<file path="config.mk">
export PLATFORM = sky130hd
export DESIGN_NAME = cke_pwm_gen
export DESIGN_NICKNAME = d
export VERILOG_FILES = /design/src/rtl/ckegen_pkg.sv /design/src/rtl/ckegen_ch.sv /design/src/rtl/cke_pwm_gen.sv
export SDC_FILE = /design/constraint.sdc
export NUM_CORES = 1
export LEC_CHECK = 0
export BUFFER_PORTS_ARGS = -buffer_cell sky130_fd_sc_hd__buf_4
export CAP_MARGIN = 25
export CORE_MARGIN = 3
export CORE_UTILIZATION = 63
export DETAILED_ROUTE_END_ITERATION = 10
export PLACE_DENSITY = 0.8
export SETUP_SLACK_MARGIN = 0.02
export SLEW_MARGIN = 20
export SYNTH_ARGS = -nofsm -noshare
export SYNTH_HDL_FRONTEND = slang
export SYNTH_SLANG_ARGS = --single-unit
</file>
<file path="constraint.sdc">
create_clock -name clk -period 20.7 [get_ports clk]
set_input_delay 1.035 -clock clk [delete_from_list [all_inputs] [get_ports clk]]
set_output_delay 1.035 -clock clk [all_outputs]
set_load 0.01 [all_outputs]
</file>
<file path="src/rtl/ckegen_pkg.sv">
// Shared types and helpers for the multi-channel clock-enable / PWM generator.
package ckegen_pkg;

    // Output shape of a channel: single-cycle pulse per period, or PWM level.
    typedef enum logic {
        CKE_PULSE = 1'b0,
        CKE_DUTY  = 1'b1
    } cke_mode_e;

    // Width of a channel-select field; a single channel still gets one bit.
    function automatic int unsigned ckegen_sel_w(input int unsigned n_ch);
        return (n_ch > 1) ? $clog2(n_ch) : 1;
    endfunction

endpackage

</file>
<file path="src/rtl/ckegen_ch.sv">
// One generator channel: counter, run flag, active and shadow configuration,
// pending flag and the registered clock-enable output.
module ckegen_ch
    import ckegen_pkg::*;
#(
    parameter int unsigned CNT_W          = 26,
    parameter int unsigned DEFAULT_PERIOD = 50000000
) (
    input  logic             clk,
    input  logic             rst,
    input  logic             run_i,
    input  logic             wr_i,
    input  logic [CNT_W-1:0] period_i,
    input  logic [CNT_W-1:0] high_i,
    input  cke_mode_e        mode_i,
    output logic             pending_o,
    output logic             cke_o
);

    // The struct width follows CNT_W, so it is declared here rather than in the package.
    typedef struct packed {
        logic [CNT_W-1:0] period;
        logic [CNT_W-1:0] high;
        cke_mode_e        mode;
    } cke_cfg_t;

    localparam cke_cfg_t CFG_RST = '{
        period: CNT_W'(DEFAULT_PERIOD),
        high:   CNT_W'(DEFAULT_PERIOD >> 1),
        mode:   CKE_PULSE
    };

    logic [CNT_W-1:0] cnt_q, cnt_d;
    logic             run_q, run_d;
    logic             pending_q, pending_d;
    logic             cke_q, cke_d;
    cke_cfg_t         act_q, act_d;
    cke_cfg_t         shd_q, shd_d;
    logic             wrap;
    logic             apply;

    // Next-state: counter wrap, shadow-to-active transfer and the output level
    // computed from the next counter/run/config so cke stays aligned with cnt.
    always_comb begin
        wrap  = run_q && (cnt_q >= (act_q.period - CNT_W'(1)));
        // Running channels switch only at the wrap edge; idle ones switch at once.
        apply = pending_q && (!run_q || wrap);

        act_d = apply ? shd_q : act_q;
        shd_d = wr_i ? '{period_i, high_i, mode_i} : shd_q;

        pending_d = pending_q;
        if (wr_i) begin
            pending_d = 1'b1;
        end else if (apply) begin
            pending_d = 1'b0;
        end

        run_d = run_i;
        if (!run_i || !run_q || wrap) begin
            cnt_d = '0;
        end else begin
            cnt_d = cnt_q + CNT_W'(1);
        end

        cke_d = 1'b0;
        if (run_d) begin
            case (act_d.mode)
                CKE_PULSE: cke_d = (cnt_d == '0);
                CKE_DUTY:  cke_d = (cnt_d < act_d.high);
                default:   cke_d = 1'b0;
            endcase
        end
    end

    // Channel state registers; reset drops any pending configuration.
    always_ff @(posedge clk or posedge rst) begin
        if (rst) begin
            cnt_q     <= '0;
            run_q     <= 1'b0;
            pending_q <= 1'b0;
            cke_q     <= 1'b0;
            act_q     <= CFG_RST;
            shd_q     <= CFG_RST;
        end else begin
            cnt_q     <= cnt_d;
            run_q     <= run_d;
            pending_q <= pending_d;
            cke_q     <= cke_d;
            act_q     <= act_d;
            shd_q     <= shd_d;
        end
    end

    assign pending_o = pending_q;
    assign cke_o     = cke_q;

endmodule

</file>
<file path="src/rtl/cke_pwm_gen.sv">
// Multi-channel clock-enable / PWM generator: configuration decode,
// ready mux and error flag around N_CH independent channels.
module cke_pwm_gen
    import ckegen_pkg::*;
#(
    parameter int unsigned N_CH           = 4,
    parameter int unsigned CNT_W          = 26,
    parameter int unsigned DEFAULT_PERIOD = 50000000,
    localparam int unsigned SEL_W         = ckegen_sel_w(N_CH)
) (
    input  logic             clk,
    input  logic             rst,
    input  logic [N_CH-1:0]  ch_en,
    input  logic             cfg_valid,
    output logic             cfg_ready,
    input  logic [SEL_W-1:0] cfg_ch,
    input  logic [CNT_W-1:0] cfg_period,
    input  logic [CNT_W-1:0] cfg_high,
    input  logic             cfg_mode,
    output logic             cfg_err,
    output logic [N_CH-1:0]  cke
);

    logic [N_CH-1:0] pending;
    logic [N_CH-1:0] wr_sel;
    logic            accept;
    logic            period_zero;
    logic            cfg_err_q, cfg_err_d;

    // Ready reflects only the addressed channel's pending flag; an
    // out-of-range select is always ready and writes nowhere.
    always_comb begin
        cfg_ready = 1'b1;
        for (int unsigned i = 0; i < N_CH; i++) begin
            if (cfg_ch == SEL_W'(i)) begin
                cfg_ready = !pending[i];
            end
        end
    end

    // Handshake decode: a zero period is flagged instead of being stored.
    always_comb begin
        accept      = cfg_valid && cfg_ready;
        period_zero = (cfg_period == '0);
        cfg_err_d   = accept && period_zero;
        wr_sel      = '0;
        for (int unsigned i = 0; i < N_CH; i++) begin
            wr_sel[i] = accept && !period_zero && (cfg_ch == SEL_W'(i));
        end
    end

    // One-cycle error pulse register.
    always_ff @(posedge clk or posedge rst) begin
        if (rst) begin
            cfg_err_q <= 1'b0;
        end else begin
            cfg_err_q <= cfg_err_d;
        end
    end

    assign cfg_err = cfg_err_q;

    for (genvar g = 0; g < N_CH; g++) begin : g_ch
        ckegen_ch #(
            .CNT_W          (CNT_W),
            .DEFAULT_PERIOD (DEFAULT_PERIOD)
        ) u_ch (
            .clk       (clk),
            .rst       (rst),
            .run_i     (ch_en[g]),
            .wr_i      (wr_sel[g]),
            .period_i  (cfg_period),
            .high_i    (cfg_high),
            .mode_i    (cke_mode_e'(cfg_mode)),
            .pending_o (pending[g]),
            .cke_o     (cke[g])
        );
    end

endmodule
</file>
# ---- After elaboration in Yosys (flattened, before gate mapping)
# Index checks and enable logic that the tools add are counted.
dict set report word_totals {
  ff_bits 541
  elab_cells 142
}
dict set report op_classes {
  add_sub_neg 8
  n_lt_le_gt_ge 8
  n_eq_ne 3
  n_mux 28
  n_bitwise 4
  n_reduce_logical 50
}
# cell count
set ops {}
lappend ops {{zero test 26 bit} 5}
lappend ops {{two-way mux 27 bit} 4}
lappend ops {{adder 26 x 1 -> 26 bit (second input constant)} 4}
lappend ops {{greater-or-equal comparator 26 bit} 4}
lappend ops {{< comparator 26 bit} 4}
lappend ops {{two-way mux 26 bit} 4}
lappend ops {{subtractor 26 x 1 -> 26 bit (second input constant)} 4}
lappend ops {{two-way mux 1 bit} 16}
lappend ops {{logical AND 1 bit} 15}
lappend ops {{zero test 1 bit} 13}
lappend ops {{logical OR 1 bit} 12}
lappend ops {{one-hot mux 1 bit (2 select lines)} 4}
lappend ops {{nonzero test 2 bit} 4}
lappend ops {{equality test 2 bit (second input constant)} 2}
lappend ops {{inverter 1 bit} 4}
lappend ops {{equality test 2 x 1 -> 1 bit (second input constant)} 1}
lappend ops {{zero test 2 bit} 1}

# ---- Logic depth before layout (Yosys ltp)
# Gate-level depths: netlist (run 1).
dict set report logic_depth {
  ltp_word 9
  mapped_depth 28
}

# ---- Modules after synthesis
# From an unflattened synthesis (run 1), not the netlist that was laid out.
dict set report unflattened {
  hier_cells 2546
  hier_area_um2 29390.7
}
# mod n_inst cells_each area_each_um2 seq_area_each_um2
set modules_own_cells {}
lappend modules_own_cells {{ckegen_ch (g_ch[0].u_ch ...)} 2 628 7308.3 3438.3}
lappend modules_own_cells {{ckegen_ch (g_ch[1].u_ch)} 1 627 7327.0 3438.3}
lappend modules_own_cells {{ckegen_ch (g_ch[3].u_ch)} 1 641 7265.7 3438.3}
lappend modules_own_cells {cke_pwm_gen 1 22 181.4 25.0}

# ---- Worst setup path after synthesis (run 1)
# No wires, ideal clock.
dict set report synth_timing {
  path_type {register to register}
  start {reg g_ch[1].u_ch.act_q[36] in the netlist's numbering}
  end {reg g_ch[1].u_ch.cke_q}
  setup_time_ns 0.066
  t_arrival_ns 5.657
  t_required_ns 20.634
  path_slack_ns 14.977
  stages_incl_launch_ff 26
  n_path_buf 1
  cell_sequence {dfrtp_1 or4_4 or3_4 or4_4 nor3_4 nand2_2 nor4_4 xnor2_1 ha_1 a21oi_1 nor2b_1 o21ai_0 nor4bb_1 o211ai_1 nand2_1 buf_2 mux2i_1 ha_1 a21o_1 a21o_1 a21oi_1 nor2_1 a2111oi_0 o21ai_0 a211oi_1 a22o_1}
}
dict set report synth_between {
  elab_chain_cells 9
  elab_cells_between_ends 13
  cone_classes {add/sub: 1; order compare: 2; mux: 4; bitwise: 1; reduce/logical: 5}
}
# element line_no
set synth_lines {}
lappend synth_lines {{start: declaration} ckegen_ch.sv:37} ;# cke_cfg_t act_q, act_d;
lappend synth_lines {{start signal: assignment} ckegen_ch.sv:90} ;# act_q <= act_d;
lappend synth_lines {{subtractor 26 x 1 -> 26 bit *} ckegen_ch.sv:45} ;# wrap = run_q && (cnt_q >= (act_q.period - CNT_W'(1)));
lappend synth_lines {{greater-or-equal comparator 26 bit *} ckegen_ch.sv:45}
lappend synth_lines {{logical AND 1 bit *} ckegen_ch.sv:45}
lappend synth_lines {{logical OR 1 bit} ckegen_ch.sv:47} ;# apply = pending_q && (!run_q || wrap);
lappend synth_lines {{logical AND 1 bit} ckegen_ch.sv:47}
lappend synth_lines {{two-way mux 27 bit} ckegen_ch.sv:49} ;# act_d = apply ? shd_q : act_q;
lappend synth_lines {{< comparator 26 bit or inverter 1 bit (tied branches)} {ckegen_ch.sv:70, ckegen_ch.sv:68}}
lappend synth_lines {{one-hot mux 1 bit (2 select lines) *} ckegen_ch.sv:68} ;# case (act_d.mode)
lappend synth_lines {{two-way mux 1 bit *} ckegen_ch.sv:67} ;# if (run_d) begin
lappend synth_lines {{named net g_ch[1].u_ch.cke_d} ckegen_ch.sv:36} ;# logic cke_q, cke_d;
lappend synth_lines {{end signal: assignment} ckegen_ch.sv:89} ;# cke_q <= cke_d;
lappend synth_lines {{end: declaration} ckegen_ch.sv:36}
# Mark *: on every way through the listed nets, which the timed path passes. The rest lies on a longest branch.
# A chain may end at the register's enable or synchronous reset.

# ---- Worst setup path in the final report (run 1)
dict set report layout_timing {
  start {reg g_ch[0].u_ch.act_q[29] in the netlist's numbering}
  end {reg g_ch[0].u_ch.cke_q}
}
dict set report layout_between {
  elab_cells_between_ends 13
  cone_classes {add/sub: 1; order compare: 2; mux: 4; bitwise: 1; reduce/logical: 5}
}
# element line_no
set layout_lines {}
lappend layout_lines {{start: declaration} ckegen_ch.sv:37}
lappend layout_lines {{start signal: assignment} ckegen_ch.sv:90}
lappend layout_lines {{subtractor 26 x 1 -> 26 bit *} ckegen_ch.sv:45}
lappend layout_lines {{greater-or-equal comparator 26 bit *} ckegen_ch.sv:45}
lappend layout_lines {{logical AND 1 bit *} ckegen_ch.sv:45}
lappend layout_lines {{logical OR 1 bit *} ckegen_ch.sv:60} ;# if (!run_i || !run_q || wrap) begin
lappend layout_lines {{two-way mux 26 bit *} ckegen_ch.sv:60}
lappend layout_lines {{named net g_ch[0].u_ch.cnt_d[21]} ckegen_ch.sv:33} ;# logic [CNT_W-1:0] cnt_q, cnt_d;
lappend layout_lines {{< comparator 26 bit or zero test 26 bit (tied branches)} {ckegen_ch.sv:70, ckegen_ch.sv:69}}
lappend layout_lines {{one-hot mux 1 bit (2 select lines) *} ckegen_ch.sv:68}
lappend layout_lines {{two-way mux 1 bit *} ckegen_ch.sv:67}
lappend layout_lines {{named net g_ch[0].u_ch.cke_d} ckegen_ch.sv:36}
lappend layout_lines {{end signal: assignment} ckegen_ch.sv:89}
lappend layout_lines {{end: declaration} ckegen_ch.sv:36}
# Marks and branches as above.

==> summary.txt, run 1 <==
dominant cell type by area after synthesis - dfrtp_1
Starting Density - 64.1%
placed instance area - 30300 um^2
Worst R2R Start - g_ch[0].u_ch.act_q[29]
Lkg Pwr - 14.7 nW
critical path launch point type - register
worst-path fanout max - 25
Async S/R FF share, synth - 100%
Final WS setup - 13.63 ns
ratio of cells with drive above 1 in the final layout - 28.1%
clock skew - 0.0150 ns
crit end category - register
final design utilization - 70.9%
largest net degree at the start of global routing - 200
Hold Path Origin - g_ch[2].u_ch.shd_q[45]
final hold violations - 0
fill count - 3117
Chip Width - 221 um
outcome - finished, final reports clean
Yosys reg bits - 541
first-pass GRT wire length - 116000 um
max-slew violation count - 0
WL/cell - 22.4 um
placed cells - 3169
DR pass1 iterations - 6
CTS Sinks - 541
commonest non-fill, non-tap cells in the layout - dfrtp_1 (349), mux2_2 (337), ha_1 (212)
Row Count - 78
hold path endpoint - g_ch[2].u_ch.shd_q[45]
Max Buffers Root-to-Sink - 3
post-synth top area share - 29.9%
Area growth, synth to finish - 10.7%
CTS tree - yes
maxcap violations - 0
worst reg-to-reg setup slack - 13.63 ns
Vias/cell - 6.21
Core Region - 45600 um^2
post-DP HPWL - 51400 um
DR vias - 20400
Main synth FF type - dfrtp_1
fin crit share - 34.1%
Final nets - 2902
total CTS buffers - 55
Die ar. - 49000 um^2
leading post-synthesis cells by cell area - dfrtp_1 (30%), dfstp_2 (17%), mux2_2 (13%)
Tightest Pin Transition - 1.02 ns
Max IR drop VDD - 0.0000950 V
Slew headroom - 32.2%
Worst-path clk slew - 0.06 ns
Post-synth EDFFs - 0
WL final - 73500 um
final std cells w/o fill - 3278
Placer Congestion - 0.916
Ports - 68
crit path time final - 7.07 ns
critical path required time - 21.16 ns
Setup-failing EPs final - 0
Routed Antenna Nets - 0
most common cell after layout, fill and taps aside - dfrtp_1
Netlist cell types - 79
Avg Synthesized Cell Area - 11.4 um^2
Die Height - 221 um
hold depth - 1
Post-Syn Nets - 2839
H-Tree Depth - 2
critical path class - reg -> reg
Clock Latency Late Sink - 0.61 ns
Syn Std Cell Area - 29200 um^2
post-cts gate resize count - 0
GRT Overall Usage - 30.0%
Syn Inst Count - 2565
unrepaired setup endpoints after global routing - false
DRC viols - 0
synth warn - 0
multi-input logic area - 14600 um^2
f_max - 142 MHz
Reg area - 13800 um^2
sequential area share after synthesis - 47.2%
pre-CTS setup slack - 13.75 ns
cts hold-fix bufs - 0
Power Dens Cells - 116 nW/um^2
vias in the first global route - 20900
initial antenna violation count - 11
Hold WC Path Type - reg -> reg
setup bufs post-CTS - 0
FF-to-FF path depth - 23
gr ovfl total - 0
drt first-iter violations - 1745
final instance area - 32300 um^2
Final TNS setup - 0 ns
Worst EP arrival - 7.53 ns
IO Port Bufs - 67
root buffer cell - clkbuf_16
worst r2r dst - g_ch[0].u_ch.cke_o
[flip-flops by register name, summed over array words and instances, names as in the netlist]
signal and count:
g_ch.u_ch.pending_o 4, g_ch.u_ch.cke_o 4, g_ch.u_ch.run_q 4, g_ch.u_ch.cnt_q 104
g_ch.u_ch.act_q 212, cfg_err 1, g_ch.u_ch.shd_q 212
[area by class of cell]
type,count,share of cell area (%)
antenna,4,0.0310
clock inverter,24,0.995
tap,600,2.32
timing repair buffer,83,2.09
clock buffer,79,5.10
multi-input combinational,1798,45.1
inverter,149,1.75
sequential,541,42.6
[per-stage QoR]
step | power (W) | hold WS (ns)
floorplan | 0.00240 | 0.457
global placement | 0.00260 | 0.474
detailed placement | 0.00269 | 0.488
CTS | 0.00377 | 0.502
global route | 0.00398 | 0.511
finish | 0.00376 | 0.499
[layer usage]
metal / vias up / global-route usage [%] / share of wire, %
li1: 9322 / - / -
met1: 10200 / 41.1 / 43
met2: 620 / 47.7 / 46
met3: 176 / 5.28 / 6.1
met4: 6 / 12.8 / 4.9
met5: - / 0 / 0.046
[synthesized netlist by cell type (all sizes together), types with 7 or more instances]
cell type and instances:
a21o 34, a21oi 70, a31oi 13, and2 7, and3 33, and4 11, buf 37, clkbuf 40
dfrtp 349, dfstp 192, ha 212, inv 149, mux2 337, mux2i 98, nand2 115, nand2b 13
nand3 62, nand4 68, nor2 191, nor2b 15, nor3 68, nor3b 9, nor4 43, o211ai 9
o21ai 57, or2 8, or3 18, or4 16, xnor2 136, xor2 62
[report_power, final]
part	leakage, nW	internal [W]	switching, W
registers	6.40	0.00149	0.000241
logic	7.37	0.000471	0.000479
clock network	0.956	0.000641	0.000429
total	14.7	0.00261	0.00115
[critical path, stage by stage, from the launching register on]
cell,delay [ns]
dfrtp_1,0.42
nor4_1,0.39
nand2_1,0.20
or4_4,0.55
or3_1,0.41
nand2b_4,0.16
nor4_2,0.17
xnor2_1,0.16
ha_1,0.28
nand2_1,0.06
o21ai_0,0.07
nor3b_1,0.24
nand2_1,0.13
o31ai_1,0.56
nand2_1,0.67
nor2_1,0.44
ha_1,0.20
nand4_1,0.12
nor3_1,0.39
nand3_1,0.17
or3_1,0.46
a2111o_1,0.39
o311ai_0,0.11
o22ai_1,0.15
[worst max-delay path by stage]
| stage | start | end | slack, ns |
|---|---|---|---|
| global route | g_ch[0].u_ch.act_q[33] | g_ch[0].u_ch.cke_o | 12.95 |
| finish | g_ch[0].u_ch.act_q[29] | g_ch[0].u_ch.cke_o | 13.63 |
| detailed placement | g_ch[0].u_ch.act_q[29] | g_ch[0].u_ch.cke_o | 13.75 |
| CTS | g_ch[0].u_ch.act_q[29] | g_ch[0].u_ch.cke_o | 13.65 |
| global placement | g_ch[0].u_ch.act_q[29] | g_ch[0].u_ch.cke_o | 14.02 |
| floorplan | rst | cfg_err | 4.86 |
[logic make-up after synthesis]
family | synth area share (%)
DFF | 47.2
xor gates and xnor gates | 5.94
AOI/OAI and AO/OA | 5.77
and+or+nand+nor | 12.5
buffers and inverters | 3.07
muxes | 16.4
adders and majority gates | 9.09
Note: power is estimated with default switching activity, not from simulation.
==> inputs of run 2 (changes only) <==
--- a/config.mk
+++ b/config.mk
@@ -5,12 +5,13 @@
 export SDC_FILE = /design/constraint.sdc
 export NUM_CORES = 1
 export LEC_CHECK = 0
+export ABC_AREA = 1
 export BUFFER_PORTS_ARGS = -buffer_cell sky130_fd_sc_hd__buf_4
 export CAP_MARGIN = 25
 export CORE_MARGIN = 3
-export CORE_UTILIZATION = 63
+export CORE_UTILIZATION = 57
 export DETAILED_ROUTE_END_ITERATION = 10
-export PLACE_DENSITY = 0.8
+export PLACE_DENSITY = 0.76
 export SETUP_SLACK_MARGIN = 0.02
 export SLEW_MARGIN = 20
 export SYNTH_ARGS = -nofsm -noshare
==> constraint.sdc (replaced) <==
create_clock -name clk -period 5.9 [get_ports clk]
set_input_delay 0.295 -clock clk [delete_from_list [all_inputs] [get_ports clk]]
set_output_delay 0.295 -clock clk [all_outputs]
set_load 0.01 [all_outputs]
==> summary.txt, run 2 <==
outcome - finished, final reports clean (unchanged)
critical path launch point type - register (unchanged)
fin crit share - 91.6% (was 34.1%)
Row Count - 83 (was 78)
Flop pwr share - 43.5% (was 46.2%)
Worst EP arrival - 5.94 ns (was 7.53 ns)
Worst-path clk slew - 0.07 ns (was 0.06 ns)
Die ar. - 55900 um^2 (was 49000 um^2)
Post-synth EDFFs - 0 (unchanged)
Regs by FF count - g_ch.u_ch.act_q x212, g_ch.u_ch.shd_q x212, g_ch.u_ch.cnt_q x104 (unchanged)
critical path required time - 6.44 ns (was 21.16 ns)
gr ovfl total - 0 (unchanged)
CTS tree - yes (unchanged)
first-pass GRT wire length - 126000 um (was 116000 um)
critical path class - reg -> reg (unchanged)
Core Region - 51900 um^2 (was 45600 um^2)
CP max stage delay - 0.36 ns (was 0.67 ns)
dominant cell type by area after synthesis - dfrtp_1 (unchanged)
Internal Power - 0.00834 W (was 0.00261 W)
Async S/R FF share, synth - 100% (unchanged)
met1 Resource Use GR - 39.4% (was 41.1%)
CTS Sinks - 541 (unchanged)
ratio of cells with drive above 1 in the final layout - 14.2% (was 28.1%)
Vias/cell - 5.40 (was 6.21)
Chip Width - 236 um (was 221 um)
GRT Overall Usage - 28.3% (was 30.0%)
count leader, synth - nand2_1 (was dfrtp_1)
Final WS setup - 0.497 ns (was 13.63 ns)
commonest non-fill, non-tap cells in the layout - nand2_1 (944), inv_1 (595), o21ai_0 (403) (was dfrtp_1 (349), mux2_2 (337), ha_1 (212))
crit path time final - 5.40 ns (was 7.07 ns)
Area growth, synth to finish - 11.9% (was 10.7%)
Slew headroom - 33.0% (was 32.2%)
DR pass1 iterations - 5 (was 6)
main combinational cell family by area after synthesis - simple AND/OR/NAND/NOR gates (was multiplexers)
post-synth top area share - 28.9% (was 29.9%)
GR Util met2 - 43.9% (was 47.7%)
Avg Synthesized Cell Area - 8.06 um^2 (was 11.4 um^2)
Syn Inst Count - 3755 (was 2565)
Buf/Inv on CP - 5 (was 0)
Routed Antenna Nets - 0 (unchanged)
crit-path leading delay family - simple AND/OR/NAND/NOR gates (unchanged)
Clock Latency Late Sink - 0.61 ns (about the same)
DR vias - 24700 (was 20400)
final hold violations - 0 (unchanged)
Post-Syn Nets - 4029 (was 2839)
switching power - 0.00395 W (was 0.00115 W)
total CTS buffers - 54 (was 55)
vias in the first global route - 23300 (was 20900)
placed cells - 4424 (was 3169)
Syn Std Cell Area - 30300 um^2 (was 29200 um^2)
worst hold margin - 0.124 ns (was 0.499 ns)
top post-synthesis cells by count - nand2_1 (946), inv_1 (597), o21ai_0 (403) (was dfrtp_1 (349), mux2_2 (337), ha_1 (212))
unrepaired setup endpoints after global routing - true (was false)
Main synth FF type - dfrtp_1 (unchanged)
DRC viols - 0 (unchanged)
Ports - 68 (unchanged)
IO Port Bufs - 67 (unchanged)
Post-Synth XOR/XNOR Area - 3.97% (was 5.94%)
Power Dens Cells - 363 nW/um^2 (was 116 nW/um^2)
Comb pwr share - 25.1% (was 25.3%)
most common cell after layout, fill and taps aside - nand2_1 (was dfrtp_1)
Max IR drop VDD - 0.000313 V (was 0.0000950 V)
max-slew violation count - 0 (unchanged)
maxcap violations - 0 (unchanged)
worst-path fanout max - 25 (unchanged)
pre-CTS setup slack - 0.449 ns (was 13.75 ns)
Yosys reg bits - 541 (unchanged)
Setup-failing EPs final - 0 (unchanged)
H-Tree Depth - 2 (unchanged)
clock skew - 0.0203 ns (was 0.0150 ns)
GR peak layer - met2 (unchanged)
final design utilization - 65.2% (was 70.9%)
WL final - 79200 um (was 73500 um)
WL/cell - 17.3 um (was 22.4 um)
post-DP HPWL - 56300 um (was 51400 um)
crit end category - register (unchanged)
Compound-Gate Fraction of Synth Area - 8.96% (was 5.77%)
root buffer cell - clkbuf_16 (unchanged)
initial antenna violation count - 5 (was 11)
simple-gate share of the synthesized area - 23.8% (was 12.5%)
Tightest Pin Transition - 1.01 ns (was 1.02 ns)
leading post-synthesis cells by cell area - dfrtp_1 (29%), dfstp_2 (17%), nand2_1 (12%) (was dfrtp_1 (30%), dfstp_2 (17%), mux2_2 (13%))
Starting Density - 58.3% (was 64.1%)
Worst path slowest cell - dfrtp_1 (was nand2_1)
Netlist cell types - 49 (was 79)
synth warn - 0 (unchanged)
post-synthesis adder-cell area fraction - 8.77% (was 9.09%)
f_max - 185 MHz (was 142 MHz)
Lkg Pwr - 17.7 nW (was 14.7 nW)
fill count - 4254 (was 3117)
M3 GR Usage - 4.96% (was 5.28%)
drt first-iter violations - 1888 (was 1745)
largest net degree at the start of global routing - 175 (was 200)
Max Buffers Root-to-Sink - 3 (unchanged)
sequential area share after synthesis - 45.5% (was 47.2%)
Die Height - 236 um (was 221 um)
Final nets - 4112 (was 2902)
Placer Congestion - 0.938 (was 0.916)
mux share of post-synthesis cell area - 0% (was 16.4%)
clock network fraction of design power - 31.4% (was 28.5%)
final std cells w/o fill - 4565 (was 3278)
sw frac - 32.2% (was 30.6%)
Hold WC Path Type - in -> reg (was reg -> reg)
[run 2: cell count changes after synthesis, moves of 33 or more]
cell and delta:
nor2_1 +94, and3_1 -33, xnor2_1 -108, o21ai_0 +349, nand2_1 +833, inv_1 +448
xor2_1 +47, mux2i_1 -98, mux2_2 -337, or2_2 +93
[run 2: final timing paths]
check	startpoint	end	slack [ns]	cells after the start
max in group asynchronous	rst	g_ch[1].u_ch.cnt_q[18]	4.04	4
worst min-delay path	cfg_high[8]	g_ch[3].u_ch.shd_q[9]	0.12	3
min in group asynchronous	rst	g_ch[3].u_ch.cnt_q[23]	0.42	3
worst max register to register	g_ch[0].u_ch.act_q[27]	g_ch[0].u_ch.cke_o	0.50	33
worst max-delay path	g_ch[0].u_ch.act_q[27]	g_ch[0].u_ch.cke_o	0.50	33
worst min register to register	g_ch[1].u_ch.shd_q[42]	g_ch[1].u_ch.act_q[42]	0.46	2
[run 2: worst register-to-register path: cells and delay by family, from the launching register on]
family	cells	cell delay [ns]
XOR/XNOR	1	0.16
AND/OR/NAND/NOR	17	2.48
buffers and inverters	5	0.55
adder cells (fa/ha/maj)	3	0.79
AO/OA/AOI/OAI	7	1.00
flip-flops	1	0.36
[run 2: what timing repair did]
item                                    CTS  global route
endpoints found under the setup margin    0             3
gates resized for setup                   0             9
hold buffers                             35             0
hold endpoints to repair                 59             0
buffers inserted                          0             0
[run 2: power groups by stage]
stage,clock network [W],registers (W),logic [W]
2_1_floorplan,0,0.00523,0.00234
3_3_place_gp,0,0.00536,0.00289
3_5_place_dp,0,0.00538,0.00301
4_1_cts,0.00391,0.00534,0.00307
5_1_grt,0.00405,0.00544,0.00358
6_report,0.00386,0.00535,0.00308
[run 2: layout make-up]
type                    count  area, um^2  share of cell area [%]
clock buffers              71        1510                    4.45
inverters                 606        2290                    6.75
repair buffers            128        1150                    3.39
repair inverters            1        5.00                  0.0148
well taps                 680         851                    2.51
flip-flops and latches    541       13800                    40.7
diodes                      2        5.00                  0.0148
clock inverters            30         482                    1.42
multi-input cells        2506       13800                    40.8
[run 2: cell families after synthesis]
logic type	after synthesis
adders and majority gates	212
and+or+nand+nor	1637
AOI/OAI and AO/OA	520
DFF	541
buffers and inverters	708
xor gates and xnor gates	137
[run 2: through the flow]
step	setup TNS, ns	total power (W)	area [um^2]
after floorplan	-557.08	0.00757	30300
after global placement	0	0.00825	31500
after detailed placement	0	0.00838	31500
after CTS	0	0.0123	33800
after global routing	0	0.0131	33900
final	0	0.0123	33900
[run 2: routing by layer]
| metal | vias up | share of wire (%) |
|---|---|---|
| met5 | - | 0.016 |
| met4 | 2 | 4.4 |
| met3 | 174 | 7.0 |
| met2 | 777 | 45 |
| met1 | 11700 | 44 |
| li1 | 12100 | - |
